**src/rtl/issue_sched.sv**
```systemverilog
// Issue scheduler: round-robin picks of operand-ready RS entries for the ALU and the
// address ALU, with memory-path occupancy. Optional counters under ISSUE_STATS_EN.
module issue_sched #(
  parameter int N_ENTRIES = 8,
  parameter int IDX_W     = 3,
  parameter int MEM_LAT   = 2
) (
  input  logic                 clk,
  input  logic                 rst_n,
  input  logic                 flush_i,
  input  logic [N_ENTRIES-1:0] entry_valid_i,
  input  logic [N_ENTRIES-1:0] entry_ready_i,
  input  logic [N_ENTRIES-1:0] entry_is_mem_i,
  output logic [IDX_W-1:0]     alu_idx_o,
  output logic [IDX_W-1:0]     mem_idx_o,
  output logic [2:0]           instr_ready_o,
  output logic [N_ENTRIES-1:0] rs_clear_o
`ifdef ISSUE_STATS_EN
  ,
  output logic [31:0]          stat_alu_issued_o,
  output logic [31:0]          stat_mem_issued_o,
  output logic [31:0]          stat_mem_stall_o
`endif
);

  localparam int CNT_W = (MEM_LAT > 1) ? $clog2(MEM_LAT) : 1;
  localparam logic [CNT_W-1:0] BUSY_INIT = CNT_W'(MEM_LAT - 1);

  logic                 aluGnt_q, aluGnt_d;
  logic                 memGnt_q, memGnt_d;
  logic [IDX_W-1:0]     aluIdx_q, aluIdx_d;
  logic [IDX_W-1:0]     memIdx_q, memIdx_d;
  logic [N_ENTRIES-1:0] rsClear_q, rsClear_d;
  logic [IDX_W-1:0]     aluPtr_q, aluPtr_d;
  logic [IDX_W-1:0]     memPtr_q, memPtr_d;
  logic [CNT_W-1:0]     memBusy_q, memBusy_d;

  logic [N_ENTRIES-1:0] elig, aluCand, memCand;
  logic [IDX_W:0]       aluPick, memPick;

  // Rotate the candidate vector so ptr lands at bit 0, take the lowest set bit, rotate back.
  function automatic logic [IDX_W:0] rrPick(input logic [N_ENTRIES-1:0] cand,
                                            input logic [IDX_W-1:0]     ptr);
    logic [2*N_ENTRIES-1:0] dbl;
    logic [IDX_W-1:0]       off;
    logic                   hit;
    dbl = {cand, cand} >> ptr;
    off = '0;
    hit = 1'b0;
    for (int i = N_ENTRIES - 1; i >= 0; i--) begin
      if (dbl[i]) begin
        off = IDX_W'(i);
        hit = 1'b1;
      end
    end
    return {hit, ptr + off};
  endfunction

  // The in-flight mask is exactly last cycle's rs_clear, so the clear register doubles as it.
  assign elig    = entry_valid_i & entry_ready_i & ~rsClear_q;
  assign aluCand = elig & ~entry_is_mem_i;
  assign memCand = elig & entry_is_mem_i;
  assign aluPick = rrPick(aluCand, aluPtr_q);
  assign memPick = rrPick(memCand, memPtr_q);

  always_comb begin
    aluGnt_d  = 1'b0;
    memGnt_d  = 1'b0;
    aluIdx_d  = aluIdx_q;
    memIdx_d  = memIdx_q;
    rsClear_d = '0;
    aluPtr_d  = aluPtr_q;
    memPtr_d  = memPtr_q;
    memBusy_d = (memBusy_q != '0) ? memBusy_q - CNT_W'(1) : '0;
    if (flush_i) begin
      aluIdx_d  = '0;
      memIdx_d  = '0;
      memBusy_d = '0;
    end else begin
      if (aluPick[IDX_W]) begin
        aluGnt_d                       = 1'b1;
        aluIdx_d                       = aluPick[IDX_W-1:0];
        aluPtr_d                       = aluPick[IDX_W-1:0] + IDX_W'(1);
        rsClear_d[aluPick[IDX_W-1:0]]  = 1'b1;
      end
      if (memPick[IDX_W] && (memBusy_q == '0)) begin
        memGnt_d                       = 1'b1;
        memIdx_d                       = memPick[IDX_W-1:0];
        memPtr_d                       = memPick[IDX_W-1:0] + IDX_W'(1);
        rsClear_d[memPick[IDX_W-1:0]]  = 1'b1;
        memBusy_d                      = BUSY_INIT;
      end
    end
  end

  always_ff @(posedge clk or negedge rst_n) begin
    if (!rst_n) begin
      aluGnt_q  <= 1'b0;
      memGnt_q  <= 1'b0;
      aluIdx_q  <= '0;
      memIdx_q  <= '0;
      rsClear_q <= '0;
      aluPtr_q  <= '0;
      memPtr_q  <= '0;
      memBusy_q <= '0;
    end else begin
      aluGnt_q  <= aluGnt_d;
      memGnt_q  <= memGnt_d;
      aluIdx_q  <= aluIdx_d;
      memIdx_q  <= memIdx_d;
      rsClear_q <= rsClear_d;
      aluPtr_q  <= aluPtr_d;
      memPtr_q  <= memPtr_d;
      memBusy_q <= memBusy_d;
    end
  end

  assign alu_idx_o     = aluIdx_q;
  assign mem_idx_o     = memIdx_q;
  assign instr_ready_o = {1'b0, memGnt_q, aluGnt_q};
  assign rs_clear_o    = rsClear_q;

`ifdef ISSUE_STATS_EN
  logic [31:0] statAlu_q, statMem_q, statStall_q;
  logic        memStall;

  // A stall is a MEM candidate existing while the memory path is still occupied.
  assign memStall = (|memCand) && (memBusy_q != '0);

  always_ff @(posedge clk or negedge rst_n) begin
    if (!rst_n) begin
      statAlu_q   <= '0;
      statMem_q   <= '0;
      statStall_q <= '0;
    end else begin
      if (aluGnt_q && (statAlu_q != '1))   statAlu_q   <= statAlu_q + 32'd1;
      if (memGnt_q && (statMem_q != '1))   statMem_q   <= statMem_q + 32'd1;
      if (memStall && (statStall_q != '1)) statStall_q <= statStall_q + 32'd1;
    end
  end

  assign stat_alu_issued_o = statAlu_q;
  assign stat_mem_issued_o = statMem_q;
  assign stat_mem_stall_o  = statStall_q;
`endif

endmodule

```
**config.mk**
```make
export PLATFORM = sky130hd
export DESIGN_NAME = issue_sched
export DESIGN_NICKNAME = d
export VERILOG_FILES = /design/src/rtl/issue_sched.sv
export SDC_FILE = /design/constraint.sdc
export NUM_CORES = 1
export LEC_CHECK = 0
export BUFFER_PORTS_ARGS = -buffer_cell sky130_fd_sc_hd__buf_2
export CAP_MARGIN = 20
export CORE_ASPECT_RATIO = 0.5
export CORE_UTILIZATION = 55
export DETAILED_ROUTE_END_ITERATION = 6
export PLACE_DENSITY = 0.78
export REMOVE_ABC_BUFFERS = 1
export SLEW_MARGIN = 25
export SYNTH_ARGS = -nofsm -noshare
export SYNTH_HDL_FRONTEND = slang
export SYNTH_SLANG_ARGS = --single-unit
```
**constraint.sdc**
```tcl
create_clock -name clk -period 4.1 [get_ports clk]
set_input_delay 0 -clock clk [delete_from_list [all_inputs] [get_ports clk]]
set_output_delay 0 -clock clk [all_outputs]
set_load 0.01 [all_outputs]
```
# Yosys cells after proc, flatten, opt, wreduce, memory -nomap -nowiden
# Index checks and enable logic that the tools add are counted.
[totals]
word_cells = 86
rom_bits = 0
latch_bits = 0
mem_count = 0
inputBits = 27
out_inout_bits = 17
mem_bits_rw = 0
register_bits = 23
[classes]
add_sub_neg = 5
shifts = 2
n_div = 0
n_reduce_logical = 7
n_bitwise = 9
muxes = 51
eq_ne = 0
n_lt_le_gt_ge = 4
multipliers = 0
[ops]
columns = ["cell", "count"]
rows = [
  ["$mux 3", 20],
  ["$and 8x8->8", 4],
  ["$mux 8", 4],
  ["$shr 16x3->8", 2],
  ["$mux 1", 25],
  ["$not 8->8", 2],
  ["$lt 3x4->1 const B", 2],
  ["$or 8x8->8", 1],
  ["$add 3x1->3 const B", 2],
  ["$add 3x3->3", 2],
  ["$demux 1 s3", 2],
  ["$ge 3x1->1 const B", 2],
  ["$reduce_and 2->1", 2],
  ["$reduce_bool 2->1", 2],
  ["$logic_and 1x1->1", 3],
  ["$not 1->1", 2],
  ["$sub 1x1->1 const B", 1],
]

# Longest topological paths before layout
# Gate-level depths: netlist of the first run.
[logic_depth]
word_depth = 22
mapped_depth = 17
mapped_depth_nobuf = 15

# Least setup slack after synthesis of the first run
# OpenSTA, ideal clock, no wires.
[synth_timing]
path_type = "register -> register"
startpoint = "register memPtr_q[0]"
endpoint = "register memPtr_q[2]"
t_arrival_ps = 3213
n_path_buf = 2
required_time_ps = 3954
slack_ps = 741
setup_ps = 146
synth_period_minus_slack_ps = 3359
stages_incl_launch_ff = 18
path_cell_list = "dfrtp_1 > or2_2 > clkbuf_1 > o22ai_1 > nor2_1 > o21ai_0 > nand4_1 > a311oi_1 > a31o_2 > ha_1 > inv_1 > fa_1 > clkbuf_1 > inv_1 > ha_1 > xnor2_1 > xnor2_1 > a21oi_1"
[synth_via]
elab_chain_len = 11
elab_cells_between_ends = 21
classes_between = "add/sub (2); shift (1); mux (16); reduce/logical (2)"
[synth_lines]
columns = ["element", "line_no", "rtl"]
rows = [
  ["start, declared", "35", "logic [IDX_W-1:0] memPtr_q, memPtr_d;"],
  ["start signal, assigned", "113", "memPtr_q <= memPtr_d;"],
  ["$shr 16x3->8", "47", "dbl = {cand, cand} >> ptr;"],
  ["$mux 3 / $mux 1 (equally long branches) (8 in series)", "51", "if (dbl[i]) begin"],
  ["$add 3x3->3 / $logic_and 1x1->1 (equally long branches)", "56, 86", ""],
  ["$add 3x1->3 / $reduce_and 2->1 (equally long branches)", "n/a", ""],
]
# Several ways; a longest one is shown, not always the timed one.
# A chain may end at the register's enable or synchronous reset.

# Worst setup path after layout of the first run
[layout_timing]
startpoint = "register memPtr_q[1]"
endpoint = "register memPtr_q[2]"
# Same word-level chain as after synthesis.

==> results of run 1 <==
## power breakdown
part           internal [W]  switching, W  leakage [nW]
sequential         0.000298     0.0000918         0.284
clock             0.0000857     0.0000720        0.0288
combinational      0.000654      0.000820         0.733
## per-layer routing
layer / share of wire / track usage
met1: 0.48 / 0.401
met2: 0.46 / 0.428
met3: 0.050 / 0.0439
met4: 0.0093 / 0.0656
met5: 0 / 0
## kinds of logic (layout without fill, tap and decap cells)
group / count (synthesis) / count (layout) / share of synthesized area
xor gates and xnor gates: 7 / 7 / 0.0304
and+or+nand+nor: 80 / 80 / 0.260
AOI/OAI and AO/OA: 53 / 53 / 0.182
DFF: 22 / 22 / 0.273
adders and majority gates: 7 / 7 / 0.0496
muxes: 17 / 17 / 0.158
buffers and inverters: 20 / 56 / 0.0465
other: 1 / 1 / 0.00186
## cell type report
| class | count | area share |
|---|---|---|
| clock buffers | 4 | 0.0240 |
| well taps | 51 | 0.0278 |
| flip-flops and latches | 22 | 0.240 |
| inverters | 9 | 0.0147 |
| repair buffers | 43 | 0.0958 |
| multi-input cells | 165 | 0.598 |
## critical path: stages, from the launching register on
cell and delay (ns):
dfrtp_1 0.42, inv_1 0.20, mux4_2 0.58, o21ai_0 0.18, nand4_1 0.11, a311oi_1 0.28
a31o_2 0.16, ha_1 0.14, inv_1 0.05, fa_1 0.65, inv_1 0.10, ha_1 0.22
xnor2_1 0.17, xnor2_1 0.14, a21oi_1 0.08
## sequential cells by signal (all words and copies together) (netlist names)
name,cells
mem_idx_o,3
memPtr_q,3
alu_idx_o,3
memBusy_q,1
aluGnt_q,1
rs_clear_o,8
aluPtr_q,3
## path summary, 6_finish.rpt
check / end / slack [ns] / from
setup / recovery: memPtr_q[2] / 0.48 / memPtr_q[1]
hold / removal: alu_idx_o[1] / 0.04 / flush_i
setup reg to reg: memPtr_q[2] / 0.48 / memPtr_q[1]
hold reg to reg: alu_idx_o[1] / 0.53 / alu_idx_o[1]
max in group asynchronous: rs_clear_o[0] / 3.53 / rst_n
min in group asynchronous: mem_idx_o[0] / 0.23 / rst_n
## cell usage in the layout, fill, tap and decap left out, types with 3 or more instances in the layout
cell type / Yosys / layout
buf_2: 0 / 42
dfrtp_1: 22 / 22
nor2_1: 21 / 21
o22ai_1: 15 / 15
nand2_1: 12 / 12
a21oi_1: 9 / 9
inv_1: 8 / 8
nand4b_1: 8 / 8
o21ai_0: 7 / 7
mux4_1: 6 / 6
mux2i_1: 6 / 6
and4b_1: 6 / 6
nor4bb_1: 5 / 5
o32ai_1: 5 / 5
xnor2_1: 5 / 5
mux4_2: 4 / 4
nor3_1: 4 / 4
nand3_1: 4 / 4
ha_1: 4 / 4
clkbuf_8: 0 / 4
and4bb_1: 3 / 3
nand2b_1: 3 / 3
## per-stage QoR
step | hold slack [ns] | power, W | instances | utilization
detailed placement | -0.00183 | 0.00184 | 289 | 0.643
CTS | 0.0347 | 0.00201 | 294 | 0.662
global placement | -0.0124 | 0.00180 | 289 | 0.643
finish | 0.0362 | 0.00202 | 294 | 0.662
floorplan | -0.296 | 0.00154 | 196 | -
global route | 0.0551 | 0.00221 | 294 | 0.662
## what timing repair did
| action | CTS | global route |
|---|---|---|
| buffers inserted | 0 | 0 |
| setup endpoints to repair | 0 | 0 |
| hold buffers | 1 | 0 |
| hold endpoints to repair | 22 | 0 |
==> impl_metrics.yaml, run 1 <==
global_route:
  grt_pass1_wl_um: 7870
  grt-ovfl-total: 0
  grt_usage: 0.272
  antenna_found_initial: 0
  grt_max_degree: 23
  grt_pass1_vias: 1619
worst_hold_path:
  min_path_type: "in -> reg"
  hold_depth: 2
cts:
  cts-htree-levels: 1
  cts_resized: 0
  root_buffer: "clkbuf_8"
  clk_path_buf_depth: 2
  path_clk_slew_ns: 0.08
  insertion_delay_ns: 0.26
  tritoncts: "yes"
  cts_buffers: 3
  cts.sinks: 22
routing:
  drtIter0Drc: 104
  ant_nets: 0
  viasPerCell: 6.41
  drt-total-wl_um: 4970
  firstDrtPassIters: 4
  vias: 1886
  drc_errors: 0
  post_drt_wl_per_cell_um: 16.9
sta:
  hold_viol: 0
  fin_worst_skew_ns: 0.00205
  period_needed_ns: 3.62
  min_period_over_period: 0.882
  drv_slew: 0
  worst_slack_ns: 0.483
  worst_slew_pin_slew_ns: 0.698
  fmaxAchievable_ghz: 0.277
  setup_viol_count_final: 0
  maxSlewHeadroom: 0.528
  rsz0062_at_grt: "no"
  tns_ns: 0
finish:
  finalInstanceArea_um2: 2300
  ff_latch_area_um2: 551
  fill_cells: 294
  multi_input_comb_area_um2: 1380
  drive_gt1_frac: 0.255
  syn_to_final_growth_pct: 13.8
  final_nets: 277
  antenna_cells: 0
power_and_ir_drop:
  power_density_nw_per_um2: 880
  p_leak_nw: 1.05
  peakVddDrop_mv: 0.512
synth:
  synthArstFlopShare: 1.00
  ys.warnings.count: 0
  yosys.cell_types.count: 53
  synth_top_area_share: 0.273
  ys_top_cells_by_count: "dfrtp_1, nor2_1, o22ai_1"
  syn-cell-area_um2: 2020
  ys.flop_type: "dfrtp_1"
  synth.avg_cell_area_um2: 9.76
  synth_top_area_cell: "dfrtp_1"
  synthTopCellsByArea: "dfrtp_1, mux4_1, o22ai_1"
  netlist_instances: 207
  yosysSeqAreaShare: 0.273
  synth_edf_count: 0
  ys_ff_latch: 22
  yosysMostFrequentCell: "dfrtp_1"
setup_path:
  arrival_ns: 3.74
  worstSetupEndpointType: "flop"
  cp.required_ns: 4.22
  crit_fanout: 8
  r2r_cells: 14
  crit_path_start_kind: "flop"
  critPathKind: "reg -> reg"
floorplanning:
  io_pins: 44
  initial_core_util: 0.582
  die-area_um2: 3930
  die_w_um: 87.7
  die_height_um: 44.8
  core_um2: 3470
  rows: 15
place:
  hpwl_um: 3910
  io_buffers: 42
  post-place-ws_ns: 0.543
  place_area_um2: 2230
  gp_congestion: 0.847
status:
  status: "finished, final reports clean"
job:
  cap_violations: 0
(Power assumes the default switching activity.)
==> inputs of run 2 (changes only) <==
==> constraint.sdc (replaced) <==
create_clock -name clk -period 3.7 [get_ports clk]
set_input_delay 0 -clock clk [delete_from_list [all_inputs] [get_ports clk]]
set_output_delay 0 -clock clk [all_outputs]
set_load 0.01 [all_outputs]
==> run 2 against run 1 <==
  * Clock power up 13%
  * Core utilization up 1.3 points
  * First-iteration DRC count up 33%
  * Sequential cell count unchanged
  * Largest cell class unchanged
  * Worst setup slack got worse by 0.31 ns
  * Global-route usage down 0.72 points
  * Clock skew rose by 0.0014 ns
  * Final cell count up 1.0%
  * Routed wire length increased by 2.1%
  * Power grew 13%
  * Combinational power is 14% higher
==> impl_metrics.yaml, run 2 (synthesized netlist as in run 1, its figures left out) <==
status:
  status: "finished, final reports clean"
routing:
  viasPerCell: 6.54
  drtIter0Drc: 138
  drt-total-wl_um: 5070
  ant_nets: 0
  firstDrtPassIters: 4
  post_drt_wl_per_cell_um: 17.1
  vias: 1941
  drc_errors: 0
global_route:
  grt_pass1_vias: 1618
  grt-ovfl-total: 0
  grt_usage: 0.265
  grt_pass1_wl_um: 7670
  antenna_found_initial: 0
  grt_max_degree: 23
setup_path:
  cp.required_ns: 3.82
  crit_start: "rs_clear_o[1]"
  reg2reg_from: "rs_clear_o[1]"
  critPathKind: "reg -> reg"
  crit_fanout: 8
  arrival_ns: 3.65
  worstSetupEndpointType: "flop"
  crit_path_start_kind: "flop"
finish:
  final_nets: 280
  syn_to_final_growth_pct: 16.0
  fill_cells: 279
  drive_gt1_frac: 0.289
  largest_reg_flops: 8
  antenna_cells: 0
  layout_common_cells: "buf_2, nor2_1, dfrtp_1"
  ff_latch_area_um2: 552
  final_common_cell: "buf_2"
  fin_cells: 297
  final_util: 0.675
  multi_input_comb_area_um2: 1400
sta:
  setup_viol_count_final: 0
  fin_worst_skew_ns: 0.00349
  period_needed_ns: 3.53
  fmaxAchievable_ghz: 0.283
  maxSlewHeadroom: 0.571
  hold_viol: 0
  drv_slew: 0
  rsz0062_at_grt: "no"
  min_period_over_period: 0.954
  tns_ns: 0
  worst_slew_pin_slew_ns: 0.643
  worst_hold_slack_ns: 0.0252
power_and_ir_drop:
  power_density_nw_per_um2: 972
  peakVddDrop_mv: 0.559
  p_leak_nw: 1.06
floorplanning:
  io_pins: 44
  initial_core_util: 0.582
  core_um2: 3470
  die-area_um2: 3930
  die_w_um: 87.7
  die_height_um: 44.8
  rows: 15
cts:
  path_clk_slew_ns: 0.08
  root_buffer: "clkbuf_8"
  cts-htree-levels: 1
  tritoncts: "yes"
  clk_path_buf_depth: 2
  cts_buffers: 3
  insertion_delay_ns: 0.27
  cts.sinks: 22
worst_hold_path:
  min_path_type: "in -> reg"
  hp-start: "flush_i"
place:
  io_buffers: 42
  gp_congestion: 0.818
  dp.cells: 292
  hpwl_um: 3880
job:
  cap_violations: 0
run 2: cell types whose count changed in the layout (fill, tap and decap cells not counted):
cell and change:
nor4bb_1 -2, o22ai_1 -1, fa_1 -1, inv_2 +1
fa_2 +1, inv_1 -1, nor4bb_2 +2, o22ai_2 +1
dfrtp_1 -1, dfrtp_2 +1, buf_4 +3
run 2: cell type report:
type / instances / share of cell area
timing repair buffer: 46 / 0.104
multi-input combinational: 165 / 0.596
sequential: 22 / 0.235
tap: 51 / 0.0272
clock buffer: 4 / 0.0235
inverter: 9 / 0.0144
run 2: worst paths after layout:
kind / slack [ns] / to / cells past startpoint
max: 0.17 / memPtr_q[2] / 14
min: 0.03 / alu_idx_o[2] / 2
max reg2reg: 0.17 / memPtr_q[2] / 14
min reg2reg: 0.53 / alu_idx_o[0] / 2
max in group asynchronous: 3.10 / memPtr_q[0] / 2
min in group asynchronous: 0.24 / memPtr_q[1] / 2
run 2: what timing repair did:
action                                 in CTS  in global routing
hold buffers                                1                  0
endpoints found under the hold margin      22                  0
resized for setup                           0                  6
setup endpoints to repair                   0                  2
buffers inserted                            0                  0
run 2: per-layer routing:
layer	GRT usage	share of wire	vias up
li1	-	-	895
met1	0.383	0.47	975
met2	0.442	0.47	69
met3	0.0475	0.053	2
met4	0.0230	0.0028	0
met5	0	0	-
run 2: critical path: stages (launching register included):
cell      delay [ns]
dfrtp_1         0.38
and4b_1         0.23
mux4_2          0.51
o21ai_0         0.19
nand4_1         0.13
a311oi_1        0.29
a31o_2          0.15
ha_1            0.13
inv_1           0.05
fa_2            0.61
inv_1           0.10
ha_1            0.21
xnor2_1         0.16
xnor2_1         0.14
a21oi_1         0.09
run 2: where the power goes:
| group | leakage (nW) | switching (W) | total, W | internal (W) |
|---|---|---|---|---|
| Clock | 0.0288 | 0.0000841 | 0.000179 | 0.0000950 |
| Combinational | 0.750 | 0.000930 | 0.00167 | 0.000737 |
| Sequential | 0.283 | 0.000101 | 0.000433 | 0.000332 |
| Total | 1.06 | 0.00112 | 0.00228 | 0.00116 |
run 2: per-stage QoR:
stage	power [W]	area (um^2)	setup WS, ns
2_1_floorplan	0.00171	1960	0.456
3_3_place_gp	0.00200	2260	0.303
3_5_place_dp	0.00205	2260	0.141
4_1_cts	0.00224	2320	0.116
5_1_grt	0.00247	2340	0.0180
6_report	0.00228	2340	0.171
==> inputs of run 3 (changes only) <==
--- a/config.mk
+++ b/config.mk
@@ -7,7 +7,6 @@
 export LEC_CHECK = 0
 export BUFFER_PORTS_ARGS = -buffer_cell sky130_fd_sc_hd__buf_2
 export CAP_MARGIN = 20
-export CORE_ASPECT_RATIO = 0.5
 export CORE_UTILIZATION = 55
 export DETAILED_ROUTE_END_ITERATION = 6
 export PLACE_DENSITY = 0.78
==> run 3 against run 2 <==
  * Critical path depth did not move
  * Final cell count rose by 1.0%
  * Worst setup slack better by 0.018 ns
  * Non-clock buffer count grew 8
  * Clock skew rose by 0.012 ns
  * Power up 6.5%
  * Critical path type unchanged
  * Highest routed layer unchanged
==> impl_metrics.yaml, run 3 (synthesized netlist as in run 1, its figures left out) <==
global_route:
  grt_usage: 0.278
  grtUsageMet1: 0.400
  grt_max_degree: 23
  grt_pass1_wl_um: 8560
  grt-ovfl-total: 0
  antenna_found_initial: 0
  met2_usage: 0.423
  top_usage_layer: "met2"
  grt_pass1_vias: 1827
  grtUsageMet3: 0.0474
routing:
  ant_nets: 0
  post_drt_wl_per_cell_um: 17.3
  drtIter0Drc: 222
  firstDrtPassIters: 4
  drc_errors: 0
  vias: 1960
  viasPerCell: 6.53
  drt-total-wl_um: 5190
place:
  place_area_um2: 2260
  post-place-ws_ns: 0.130
  dp.cells: 289
  io_buffers: 42
  hpwl_um: 3890
  gp_congestion: 0.873
floorplanning:
  core_um2: 3420
  initial_core_util: 0.591
  die_height_um: 62.6
  die-area_um2: 3920
  io_pins: 44
  die_w_um: 62.6
  rows: 21
setup_path:
  r2r_cells: 14
  worstSetupEndpointType: "flop"
  cp.depth: 14
  critPathKind: "reg -> reg"
  max_stage_delay_ns: 0.65
  crit_path_start_kind: "flop"
  path_cells: "and4b_1, mux4_2, a21oi_1, o22ai_1, a311oi_2, a31o_2, ha_1, inv_1, fa_2, inv_1, ha_1, xnor2_2, xnor2_1, a21oi_1"
  cp.required_ns: 3.90
  critical_path.top_delay_family: "adder cells"
  ff2ff_setup_slack_ns: 0.19
  arrival_ns: 3.72
  crit_fanout: 6
  worstPathBufferInverterCount: 2
  cp_slowest_cell: "fa_2"
finish:
  layout_common_cells: "buf_2, dfrtp_1, nor2_1"
  fill_cells: 257
  antenna_cells: 0
  largest_reg_flops: 8
  final_util: 0.705
  final_common_cell: "buf_2"
  finalInstanceArea_um2: 2410
  syn_to_final_growth_pct: 19.3
  drive_gt1_frac: 0.311
  fin_cells: 300
  final_nets: 288
power_and_ir_drop:
  power_density_nw_per_um2: 1010
  p_leak_nw: 1.11
  peakVddDrop_mv: 0.650
sta:
  rsz0062_at_grt: "yes"
  fmaxAchievable_ghz: 0.285
  worst_slack_ns: 0.189
  min_period_over_period: 0.949
  worst_slew_pin_slew_ns: 0.602
  maxSlewHeadroom: 0.598
  period_needed_ns: 3.51
  fin_worst_skew_ns: 0.0158
  worst_hold_slack_ns: 0.137
  setup_viol_count_final: 0
  hold_viol: 0
  drv_slew: 0
job:
  cap_violations: 0
worst_hold_path:
  min_path_type: "in -> async"
cts:
  insertion_delay_ns: 0.33
  cts_buffers: 3
  cts.sinks: 22
  tritoncts: "yes"
  cts-htree-levels: 1
  clk_path_buf_depth: 2
  path_clk_slew_ns: 0.14
  root_buffer: "clkbuf_4"
status:
  status: "finished, final reports clean"
[run 3: report_power, final]
part	switching (W)	total, W	internal [W]	leakage, nW
Combinational	0.000977	0.00181	0.000829	0.796
Sequential	0.000101	0.000431	0.000330	0.284
Clock	0.0000806	0.000190	0.000110	0.0279
[run 3: cell type report]
| cell class | count | area, um^2 | area share |
|---|---|---|---|
| timing repair buffer | 54 | 305 | 0.127 |
| tap | 46 | 57.6 | 0.0239 |
| clock inverter | 1 | 30.0 | 0.0125 |
| sequential | 22 | 551 | 0.229 |
| multi-input combinational | 165 | 1410 | 0.585 |
| clock buffer | 3 | 22.5 | 0.00935 |
| inverter | 9 | 33.8 | 0.0140 |
[run 3: per-stage QoR]
step / total power [W] / TNS, ns
CTS: 0.00230 / 0
global route: 0.00263 / -0.0317
finish: 0.00243 / 0
floorplan: 0.00171 / 0
detailed placement: 0.00209 / 0
global placement: 0.00206 / 0
[run 3: path summary, 6_finish.rpt]
kind | endpoint | start
setup / recovery | memPtr_q[2] | rs_clear_o[2]
max in group asynchronous | rs_clear_o[6] | rst_n
hold / removal | mem_idx_o[1] | rst_n
setup reg to reg | memPtr_q[2] | rs_clear_o[2]
hold reg to reg | alu_idx_o[1] | alu_idx_o[1]
min in group clk | mem_idx_o[1] | flush_i
[run 3: routing by layer]
| layer | wire (um) | vias up |
|---|---|---|
| li1 | - | 919 |
| met1 | 2370 | 921 |
| met2 | 2320 | 108 |
| met3 | 411 | 12 |
| met4 | 85 | 0 |
| met5 | 0 | - |
[run 3: worst register-to-register path, delay by kind of cell (launching register included)]
family | cells | cell delay [ns]
multiplexers | 1 | 0.50
buffers and inverters | 2 | 0.14
AO/OA/AOI/OAI | 5 | 0.79
adder cells (fa/ha/maj) | 3 | 1.02
AND/OR/NAND/NOR | 1 | 0.23
flip-flops | 1 | 0.42
XOR/XNOR | 2 | 0.29
[run 3: repair_timing]
item,CTS,global route
endpoints found under the hold margin,27,0
buffers inserted,0,5
resized for setup,0,8
setup endpoints to repair,0,4
hold buffers,2,0
